==> src/rtl/ibex_pkg.sv <==
// Shared types for the RVFI trace buffer: the captured record layout, the
// capture FSM states and the retirement filter.
package ibex_pkg;

  typedef enum logic [1:0] {
    TB_IDLE    = 2'd0,
    TB_CAPTURE = 2'd1,
    TB_HALTED  = 2'd2
  } trace_buf_state_e;

  typedef struct packed {
    logic [31:0] order;
    logic [31:0] pc;
    logic [31:0] insn;
    logic [31:0] rd_wdata;
    logic [4:0]  rd_addr;
    logic [1:0]  mode;
    logic        trap;
    logic        intr;
    logic        gap;
  } trace_rec_t;

  localparam logic [1:0] FILT_ALL  = 2'd0;
  localparam logic [1:0] FILT_EXC  = 2'd1;
  localparam logic [1:0] FILT_PC   = 2'd2;
  localparam logic [1:0] FILT_NONE = 2'd3;

  // PC window bounds are inclusive and compared unsigned.
  function automatic logic filter_match(input logic [1:0]  mode,
                                        input logic        trap,
                                        input logic        intr,
                                        input logic [31:0] pc,
                                        input logic [31:0] pc_lo,
                                        input logic [31:0] pc_hi);
    logic m;
    m = 1'b0;
    case (mode)
      FILT_ALL:  m = 1'b1;
      FILT_EXC:  m = trap | intr;
      FILT_PC:   m = (pc >= pc_lo) && (pc <= pc_hi);
      FILT_NONE: m = 1'b0;
      default:   m = 1'b0;
    endcase
    return m;
  endfunction

endpackage

==> src/rtl/ibex_trace_fifo.sv <==
// Record FIFO for the trace buffer. Head record is presented directly from
// storage; a push into a full FIFO is accepted only if a pop happens too.
module ibex_trace_fifo
  import ibex_pkg::*;
#(
  parameter int unsigned Depth = 16,
  localparam int unsigned PtrW   = $clog2(Depth),
  localparam int unsigned LevelW = $clog2(Depth + 1)
) (
  input  logic              clk_i,
  input  logic              rst_ni,
  input  logic              push_i,
  input  trace_rec_t        wdata_i,
  input  logic              pop_i,
  output trace_rec_t        rdata_o,
  output logic              full_o,
  output logic              empty_o,
  output logic [LevelW-1:0] level_o
);

  logic [PtrW-1:0]   wptr_q;
  logic [PtrW-1:0]   rptr_q;
  logic [LevelW-1:0] level_q;
  trace_rec_t        mem_q [Depth];

  logic do_push;
  logic do_pop;

  assign full_o  = (level_q == LevelW'(Depth));
  assign empty_o = (level_q == '0);
  assign do_pop  = pop_i & ~empty_o;
  assign do_push = push_i & (~full_o | do_pop);

  // Pointers wrap naturally because Depth is a power of two.
  always_ff @(posedge clk_i) begin
    if (!rst_ni) begin
      wptr_q  <= '0;
      rptr_q  <= '0;
      level_q <= '0;
    end else begin
      if (do_push) wptr_q <= wptr_q + 1'b1;
      if (do_pop)  rptr_q <= rptr_q + 1'b1;
      case ({do_push, do_pop})
        2'b10:   level_q <= level_q + 1'b1;
        2'b01:   level_q <= level_q - 1'b1;
        default: level_q <= level_q;
      endcase
    end
  end

  // Payload storage is deliberately left out of reset.
  always_ff @(posedge clk_i) begin
    if (do_push) mem_q[wptr_q] <= wdata_i;
  end

  assign rdata_o = mem_q[rptr_q];
  assign level_o = level_q;

endmodule

==> src/rtl/ibex_trace_buffer.sv <==
// RVFI retirement trace buffer: filters retired instructions, queues them in
// a FIFO for a slow consumer, and counts records lost to back-pressure.
module ibex_trace_buffer
  import ibex_pkg::*;
#(
  parameter int unsigned Depth        = 16,
  parameter int unsigned DropCntWidth = 16,
  parameter logic        StopOnFull   = 1'b0,
  localparam int unsigned LevelW      = $clog2(Depth + 1)
) (
  input  logic                    clk_i,
  input  logic                    rst_ni,
  input  logic                    rvfi_valid_i,
  input  logic [63:0]             rvfi_order_i,
  input  logic [31:0]             rvfi_insn_i,
  input  logic [31:0]             rvfi_pc_rdata_i,
  input  logic [31:0]             rvfi_rd_wdata_i,
  input  logic [4:0]              rvfi_rd_addr_i,
  input  logic                    rvfi_trap_i,
  input  logic                    rvfi_intr_i,
  input  logic [1:0]              rvfi_mode_i,
  input  logic                    arm_i,
  input  logic                    stop_i,
  input  logic [1:0]              filter_mode_i,
  input  logic [31:0]             pc_lo_i,
  input  logic [31:0]             pc_hi_i,
  output logic                    rec_valid_o,
  input  logic                    rec_ready_i,
  output trace_rec_t              rec_o,
  output logic [1:0]              state_o,
  output logic [LevelW-1:0]       level_o,
  output logic [DropCntWidth-1:0] drop_cnt_o
);

  trace_buf_state_e        state_q, state_d;
  logic [DropCntWidth-1:0] drop_cnt_q, drop_cnt_d;
  logic                    gap_pend_q, gap_pend_d;

  logic       match;
  logic       push_req;
  logic       push_acc;
  logic       drop;
  logic       pop;
  logic       fifo_full;
  logic       fifo_empty;
  trace_rec_t wrec;
  logic       unused_order_hi;

  assign unused_order_hi = ^rvfi_order_i[63:32];

  assign match    = filter_match(filter_mode_i, rvfi_trap_i, rvfi_intr_i,
                                 rvfi_pc_rdata_i, pc_lo_i, pc_hi_i);
  assign push_req = (state_q == TB_CAPTURE) & rvfi_valid_i & match;

  // Handshake: a record transfers on any cycle where rec_valid_o and
  // rec_ready_i are both high; rec_o is held while valid waits for ready.
  assign rec_valid_o = ~fifo_empty;
  assign pop         = rec_valid_o & rec_ready_i;

  // A full FIFO still takes a push when the head leaves on the same edge.
  assign push_acc = push_req & (~fifo_full | pop);
  assign drop     = push_req & fifo_full & ~pop;

  always_comb begin
    wrec          = '0;
    wrec.order    = rvfi_order_i[31:0];
    wrec.pc       = rvfi_pc_rdata_i;
    wrec.insn     = rvfi_insn_i;
    wrec.rd_wdata = rvfi_rd_wdata_i;
    wrec.rd_addr  = rvfi_rd_addr_i;
    wrec.mode     = rvfi_mode_i;
    wrec.trap     = rvfi_trap_i;
    wrec.intr     = rvfi_intr_i;
    wrec.gap      = gap_pend_q;
  end

  always_comb begin
    state_d    = state_q;
    drop_cnt_d = drop_cnt_q;
    gap_pend_d = gap_pend_q;

    case (state_q)
      TB_IDLE, TB_HALTED: begin
        if (arm_i && !stop_i) begin
          state_d    = TB_CAPTURE;
          drop_cnt_d = '0;
        end
      end
      TB_CAPTURE: begin
        if (stop_i) begin
          state_d = TB_IDLE;
        end else if (drop && StopOnFull) begin
          state_d = TB_HALTED;
        end
      end
      default: state_d = TB_IDLE;
    endcase

    // Drops only happen in CAPTURE, so they never race the arm-time clear.
    if (drop) begin
      gap_pend_d = 1'b1;
      if (drop_cnt_q != '1) drop_cnt_d = drop_cnt_q + 1'b1;
    end else if (push_acc) begin
      gap_pend_d = 1'b0;
    end
  end

  always_ff @(posedge clk_i) begin
    if (!rst_ni) begin
      state_q    <= TB_IDLE;
      drop_cnt_q <= '0;
      gap_pend_q <= 1'b0;
    end else begin
      state_q    <= state_d;
      drop_cnt_q <= drop_cnt_d;
      gap_pend_q <= gap_pend_d;
    end
  end

  ibex_trace_fifo #(
    .Depth(Depth)
  ) u_fifo (
    .clk_i  (clk_i),
    .rst_ni (rst_ni),
    .push_i (push_acc),
    .wdata_i(wrec),
    .pop_i  (pop),
    .rdata_o(rec_o),
    .full_o (fifo_full),
    .empty_o(fifo_empty),
    .level_o(level_o)
  );

  assign state_o    = state_q;
  assign drop_cnt_o = drop_cnt_q;

endmodule
==> config.mk <==
export PLATFORM = sky130hd
export DESIGN_NAME = ibex_trace_buffer
export DESIGN_NICKNAME = d
export VERILOG_FILES = /design/src/rtl/ibex_pkg.sv /design/src/rtl/ibex_trace_fifo.sv /design/src/rtl/ibex_trace_buffer.sv
export SDC_FILE = /design/constraint.sdc
export NUM_CORES = 2
export LEC_CHECK = 0
export BUFFER_PORTS_ARGS = -buffer_cell sky130_fd_sc_hd__buf_2
export CORE_MARGIN = 2
export CORE_UTILIZATION = 55
export DETAILED_ROUTE_END_ITERATION = 10
export GPL_ROUTABILITY_DRIVEN = 0
export PLACE_DENSITY_LB_ADDON = 0.3
export RECOVER_POWER = 25
export SYNTH_ARGS = -nofsm -noshare
export SYNTH_HDL_FRONTEND = slang
export SYNTH_SLANG_ARGS = --single-unit
==> constraint.sdc <==
create_clock -name clk_i -period 7.59 [get_ports clk_i]
set_input_delay 1.518 -clock clk_i [delete_from_list [all_inputs] [get_ports clk_i]]
set_output_delay 1.518 -clock clk_i [all_outputs]
set_load 0.005 [all_outputs]
* Word-level counts from Yosys, hierarchy flattened
Memories as Yosys holds them, arrays and structs flattened. A register that Yosys moved wholly into a read port is not among the register bits.
Index checks and enable logic that the tools add are counted.
** Storage, ports and cells
- Output and inout bits :: 162
- Bits in registers :: 32
- Input bits :: 241
- Logic and storage cells :: 64
- Memories :: 1
- Bits in writable memories :: 2208
** Operators by class
- Multiplexer cells :: 15
- Eq/ne operators :: 11
- Reduce and logical (&&, ||, !) cells :: 10
- Add/subtract/negate cells :: 5
- Bitwise logic cells :: 14
- Magnitude comparators :: 2
** Memories
- u_fifo.mem_q :: words 16, width 138, rd ports 1, clocked after memory_dff 1, wr ports 1, RTL line ibex_trace_fifo.sv:24 : trace_rec_t mem_q [Depth];
** Operator list (count)
- two-way mux 16 bit :: 4
- >= comparator 32 bit :: 1
- <= comparator 32 bit :: 1
- adder 16 x 1 -> 16 bit, second input constant :: 1
- != test 16 bit, second input constant :: 1
- one-hot mux 5 bit (2 select lines) :: 1
- adder 4 x 1 -> 4 bit, second input constant :: 2
- AND 1 bit :: 8
- equality test 2 bit, second input constant :: 4
- two-way mux 4 bit :: 2
- equality test 2 x 1 -> 1 bit, second input constant :: 3
- adder 5 x 1 -> 5 bit, second input constant :: 1
- equality test 5 bit, second input constant :: 1
- logical NOT 5 bit :: 1
- subtractor 5 x 1 -> 5 bit, second input constant :: 1
- logical NOT 2 bit :: 2
- two-way mux 1 bit :: 4
- two-way mux 2 bit :: 2
- != test 2 bit, second input constant :: 2
- one-hot mux 1 bit (4 select lines) :: 1
- one-hot mux 2 bit (2 select lines) :: 1
- nonzero test 2 bit :: 2
- inverter 1 bit :: 3
- OR 1 bit :: 3
- 4 further kinds :: 5

* Logic depth before layout (Yosys ltp)
- Depth in word-level cells :: 8
- Depth in mapped cells :: 20
- Gate-level depth less buffers :: 18

* By module
A second synthesis with hierarchy kept.
** Unflattened totals
- Cells, all modules :: 3847
- Area, all modules :: 85961.2 um2
** Modules (own cells, without submodules)
- ibex_trace_fifo :: cells an instance 3498, area an instance 83288.6 um2, sequential area each 66643.9 um2, instances 1
- ibex_trace_buffer :: cells an instance 349, area an instance 2672.6 um2, sequential area each 360.3 um2, instances 1

* Worst setup path before layout
OpenSTA, ideal clock, no wires.
- Path kind :: input to register
- From :: input port pc_hi_i[13]
- To :: memory u_fifo.mem_q[10][0] in the netlist's numbering (enable)
- Required time :: 7076 ps
- Path buffers :: 1
- Path slack :: 416 ps
- Stages on the path :: 10
- Arrival time :: 6660 ps
- Library setup time :: 514 ps
- Cell sequence :: inv_1 ha_1 nand4_2 or4_1 a31oi_1 a31oi_1 a31o_1 nor3_4 buf_2 and3_1
** Between the ends
- Cells in the longest elaborated chain, start to end :: 8
** Ends and longest elaborated chain
- start: declaration :: RTL line ibex_trace_buffer.sv:26 : input logic [31:0] pc_hi_i,
- <= comparator 32 bit :: RTL line ibex_pkg.sv:40 : FILT_PC: m = (pc >= pc_lo) && (pc <= pc_hi);
- logical AND 1 bit :: RTL line ibex_pkg.sv:40
- one-hot mux 1 bit (4 select lines) :: RTL line ibex_pkg.sv:37 : case (mode)
- AND 1 bit :: RTL line ibex_trace_buffer.sv:53 : assign push_req = (state_q == TB_CAPTURE) & rvfi_valid_i & match;
- AND 1 bit :: RTL line ibex_trace_buffer.sv:61 : assign push_acc = push_req & (~fifo_full | pop);
- AND 1 bit :: RTL line ibex_trace_fifo.sv:32 : assign do_push = push_i & (~full_o | do_pop);
- two-way mux 1 bit :: RTL line ibex_trace_fifo.sv:53 : if (do_push) mem_q[wptr_q] <= wdata_i;
- two-way mux 1 bit (not written as such) :: RTL line ibex_trace_fifo.sv:53
- end: declaration :: RTL line ibex_trace_fifo.sv:24
No other way between the ends.

* Final worst setup path
- From :: input port rvfi_pc_rdata_i[0]
- To :: register u_fifo.level_q[4], in the netlist u_fifo.level_o[4]
** Between the ends
- Cells in the longest elaborated chain, start to end :: 8
- Elaborated cells on any way between the ends :: 11
- Classes of those cells :: 2 x order compare; 2 x eq/ne; 2 x mux; 3 x bitwise; 2 x reduce/logical
** Ends and longest elaborated chain
- start: declaration :: RTL line ibex_trace_buffer.sv:16 : input logic [31:0] rvfi_pc_rdata_i,
- >= comparator 32 bit / <= comparator 32 bit (equally long branches) :: RTL line ibex_pkg.sv:40
- logical AND 1 bit * :: RTL line ibex_pkg.sv:40
- one-hot mux 1 bit (4 select lines) * :: RTL line ibex_pkg.sv:37
- AND 1 bit * :: RTL line ibex_trace_buffer.sv:53
- AND 1 bit * :: RTL line ibex_trace_buffer.sv:61
- AND 1 bit * :: RTL line ibex_trace_fifo.sv:32
- equality test 2 x 1 -> 1 bit / equality test 2 bit (equally long branches) :: RTL line ibex_trace_fifo.sv:43 : case ({do_push, do_pop})
- one-hot mux 5 bit (2 select lines) / nonzero test 2 bit (equally long branches)
- end signal: assignment :: RTL line ibex_trace_fifo.sv:44 : 2'b10: level_q <= level_q + 1'b1;
- end signal: assignment :: RTL line ibex_trace_fifo.sv:45 : 2'b01: level_q <= level_q - 1'b1;
- end signal: assignment :: RTL line ibex_trace_fifo.sv:46 : default: level_q <= level_q;
- end: declaration :: RTL line ibex_trace_fifo.sv:23 : logic [LevelW-1:0] level_q;
Every way passes the cells marked *; elsewhere a longest branch is shown, timed or not.
A chain may end at the register's enable or synchronous reset.

==> summary.txt <==
Logic synthesis
  – Gate Count Post-Synth: 3563
  – Area share of the largest cell type after synthesis: 76.88%
  – Mapped cell area: 86240 µm²
  – Sequential share of the synthesized area: 77.69%
  – #FFs+latches synth: 2243
  – Ranking of synthesized cells by area: edfxtp_1, mux4_2, ha_1
  – Ys async rst share: 0%
  – Avg Cell Area, Syn: 24.20 µm²
  – Cell variety after synth: 59
  – EDFF count, synth: 2208
  – Syn nets: 3878
  – Post-synth top area cell: edfxtp_1
  – Yosys warning count: 0
  – Most used DFF post-synth: edfxtp_1

GRT
  – First-pass GRT wire length: 276800 µm
  – Tot GR Track Use: 24.29%
  – Vias in the first global route: 41003
  – Pin count of the biggest net entering global routing: 135
  – Initial antenna violation count: 25
  – GRT Residual Overflow: 0

Pwr
  – Internal power: 20.30 mW
  – Sw frac: 21.01%
  – Pleak: 30.37 nW
  – Peak supply drop: 0.2302 mV
  – Net Sw Power: 5.400 mW
  – Comb pwr share: 6.6%
  – Clock power frac: 40.2%
  – Sequential Power Share: 53.1%
  – PD cells: 261.8 nW/µm²

Finish
  – P&R area growth vs syn: 13.81%
  – Fin nets: 4384
  – Layout cells sized above 1: 32.64%
  – Post-Layout Cell Count: 6312

Clocking
  – Max Root-Sink Buffers: 3
  – CTS root buf: clkbuf_16
  – Clock transition at path regs: 0.06 ns
  – H-tree depth: 4
  – Setup Buffers After CTS: 0
  – CTS tree: done
  – Clock Latency Late Sink: 0.83 ns
  – CTS buffer count: 215
  – CTS resizes: 0
  – Cts hold-fix bufs: 0
  – Num Clock Sinks: 2243

Route
  – Number of antenna-violating nets in the routed design: 0
  – Post-Route WL: 192200 µm
  – DR vias: 39682
  – Met3 routed WL: 14940 µm
  – # DRC: 0
  – Initial DRT Pass Iterations: 5
  – Avg Vias per Cell: 6.287
  – Wire per inst: 30.46 µm
  – Met1 WL: 78420 µm
  – Top layer in use: met5
  – Met2 WL post-DR: 94390 µm
  – DRT iter0 DRCs: 3865

Die
  – Num ports: 403
  – Die area: 160000 µm²
  – Core footprint: 156000 µm²
  – # rows: 145
  – Die X: 400.0 µm
  – Initial Util: 55.27%
  – Die height: 400.0 µm

Hold path
  – Min-delay worst type: reg2reg

Setup path
  – WP buf/inv: 3
  – Slowest-stage cell, CP: a31oi_1
  – CP Launch Type: primary input
  – CP Capture Type: flop
  – CP required: 8.35 ns
  – Crit path largest cell delay: 0.57 ns
  – Arrival @ worst endpoint: 6.29 ns
  – CP Class: in2reg
  – Crit-path cells: clkbuf_1 > inv_1 > ha_1 > nand2b_1 > a2111oi_0 > o21bai_1 > a211o_1 > a31oi_1 > nor3_4 > inv_1 > ha_1 > xor2_1 > ha_1 > o21ai_0 > a21oi_1 > a21oi_1 > xor2_1 > or3_1 > a21boi_0
  – Crit path max-delay family: compound AO/OA/AOI/OAI gates
  – Cell mode on critical path: ha_1
  – Worst-path fanout max: 17

Timing
  – Worst slew margin: 27.22%
  – Setup TNS: 0 ns
  – Worst-Margin Slew: 1.092 ns
  – Final setup viols: 0
  – Final hold vios: 0
  – Slew Viols, Final: 0
  – Final worst-path cycle share: 72.87%
  – Max Clk Rate: 0.1808 GHz
  – Skew final: 0.03301 ns
  – Final min period: 5.531 ns
  – RSZ-0062 raised after global routing: false

Status
  – Status: finished, final reports clean

Place
  – Port Buf Inserts: 369
  – Count of placed standard cells including taps: 5910
  – Post-DP HPWL: 100700 µm

Job
  – Max Cap Viol: 0
==> power groups by stage <==
stage	Clock, mW	Sequential (mW)	Combinational (mW)
final	10.3	13.7	1.71
after global routing	11.0	13.6	1.86
after CTS	10.5	13.7	1.76
after detailed placement	0	13.9	1.75
after global placement	0	13.9	1.72
after floorplan	0	13.9	1.19
==> routing by layer <==
| metal | GRT usage, % | vias up |
|---|---|---|
| li1 | - | 16366 |
| met1 | 34.85 | 21386 |
| met2 | 38.74 | 1640 |
| met3 | 5.038 | 274 |
| met4 | 6.327 | 16 |
| met5 | 0 | - |
==> kinds of logic after synthesis <==
group	after synthesis	share of synthesized area, %
flops	2243	77.69
compound gates	124	0.9387
other cells	1	0.004348
fa+ha+maj	74	1.074
simple gates	172	1.200
xor+xnor	11	0.1117
mux	696	17.89
buf+inv	242	1.091
==> sequential cells by signal, summed over array words and instances, names as in the netlist, named ones only <==
register        cells
drop_cnt_o         16
state_o             1
gap_pend_q          1
u_fifo.level_o      5
u_fifo.wptr_q       4
u_fifo.rptr_q       4
u_fifo.mem_q     2208
==> placed cells by master (no fill, tap or decap), types with 12 or more instances in the layout <==
| cell type | instances |
|---|---|
| a21o_1 | 16 |
| inv_1 | 72 |
| dfxtp_1 | 31 |
| mux2i_1 | 20 |
| ha_1 | 74 |
| nand2_1 | 29 |
| nor2b_1 | 22 |
| o21ai_0 | 14 |
| nand3_1 | 17 |
| buf_4 | 41 |
| mux4_2 | 676 |
| nand4_1 | 17 |
| and3_4 | 12 |
| edfxtp_1 | 2208 |
| a211oi_1 | 19 |
| buf_12 | 49 |
| buf_2 | 280 |
| clkinv_1 | 50 |
| clkbuf_16 | 217 |
| a21oi_1 | 45 |
| clkinv_2 | 44 |
| clkbuf_1 | 126 |
| nand2b_1 | 16 |
| bufinv_16 | 15 |
==> tightest hold or removal path: stages (launching register included) <==
cell,delay [ns]
dfxtp_1,0.34
nand2_1,0.07
mux2i_1,0.05
==> through the flow <==
stage | utilization (%) | area, µm² | power (mW) | setup slack (ns) | hold slack, ns
2_1_floorplan | - | 86240 | 15.08 | 0.4158 | 0.4752
4_1_cts | 62.97 | 98240 | 25.93 | 2.012 | 0.5120
6_report | 62.91 | 98150 | 25.70 | 2.059 | 0.5141
5_1_grt | 62.91 | 98150 | 26.50 | 1.738 | 0.5225
3_5_place_dp | 58.56 | 91370 | 15.66 | 1.531 | 0.5007
3_3_place_gp | 58.56 | 91370 | 15.63 | 1.667 | 0.4893
==> worst paths after layout <==
kind	from	endpoint	slack, ns	depth (start not counted)
worst max register to register	state_o[0]	u_fifo.level_o[4]	3.68	16
worst min-delay path	u_fifo.wptr_q[3]	u_fifo.wptr_q[3]	0.51	2
worst min register to register	u_fifo.wptr_q[3]	u_fifo.wptr_q[3]	0.51	2
worst max-delay path	rvfi_pc_rdata_i[0]	u_fifo.level_o[4]	2.06	19
==> cells in the mapped netlist, types with 16 or more instances <==
master	count
a211oi_1	19
a21o_1	16
a21oi_1	45
and3_1	19
buf_1	40
buf_2	17
clkbuf_1	111
dfxtp_1	35
edfxtp_1	2208
ha_1	74
inv_1	72
mux2i_1	20
mux4_2	676
nand2_1	29
nand2b_1	16
nand3_1	17
nand4_1	17
nor2b_1	22
==> final cells by class <==
type,count,area (µm²)
Tap cell,2058,2575
Multi-Input combinational cell,1078,18370
Sequential cell,2243,67020
Fill cell,10192,57870
Inverter,72,270.3
Clock buffer,257,5610
Antenna cell,8,20.02
Clock inverter,137,1269
Timing Repair Buffer,459,3024
No activity file was read; power rests on OpenSTA's default activity.
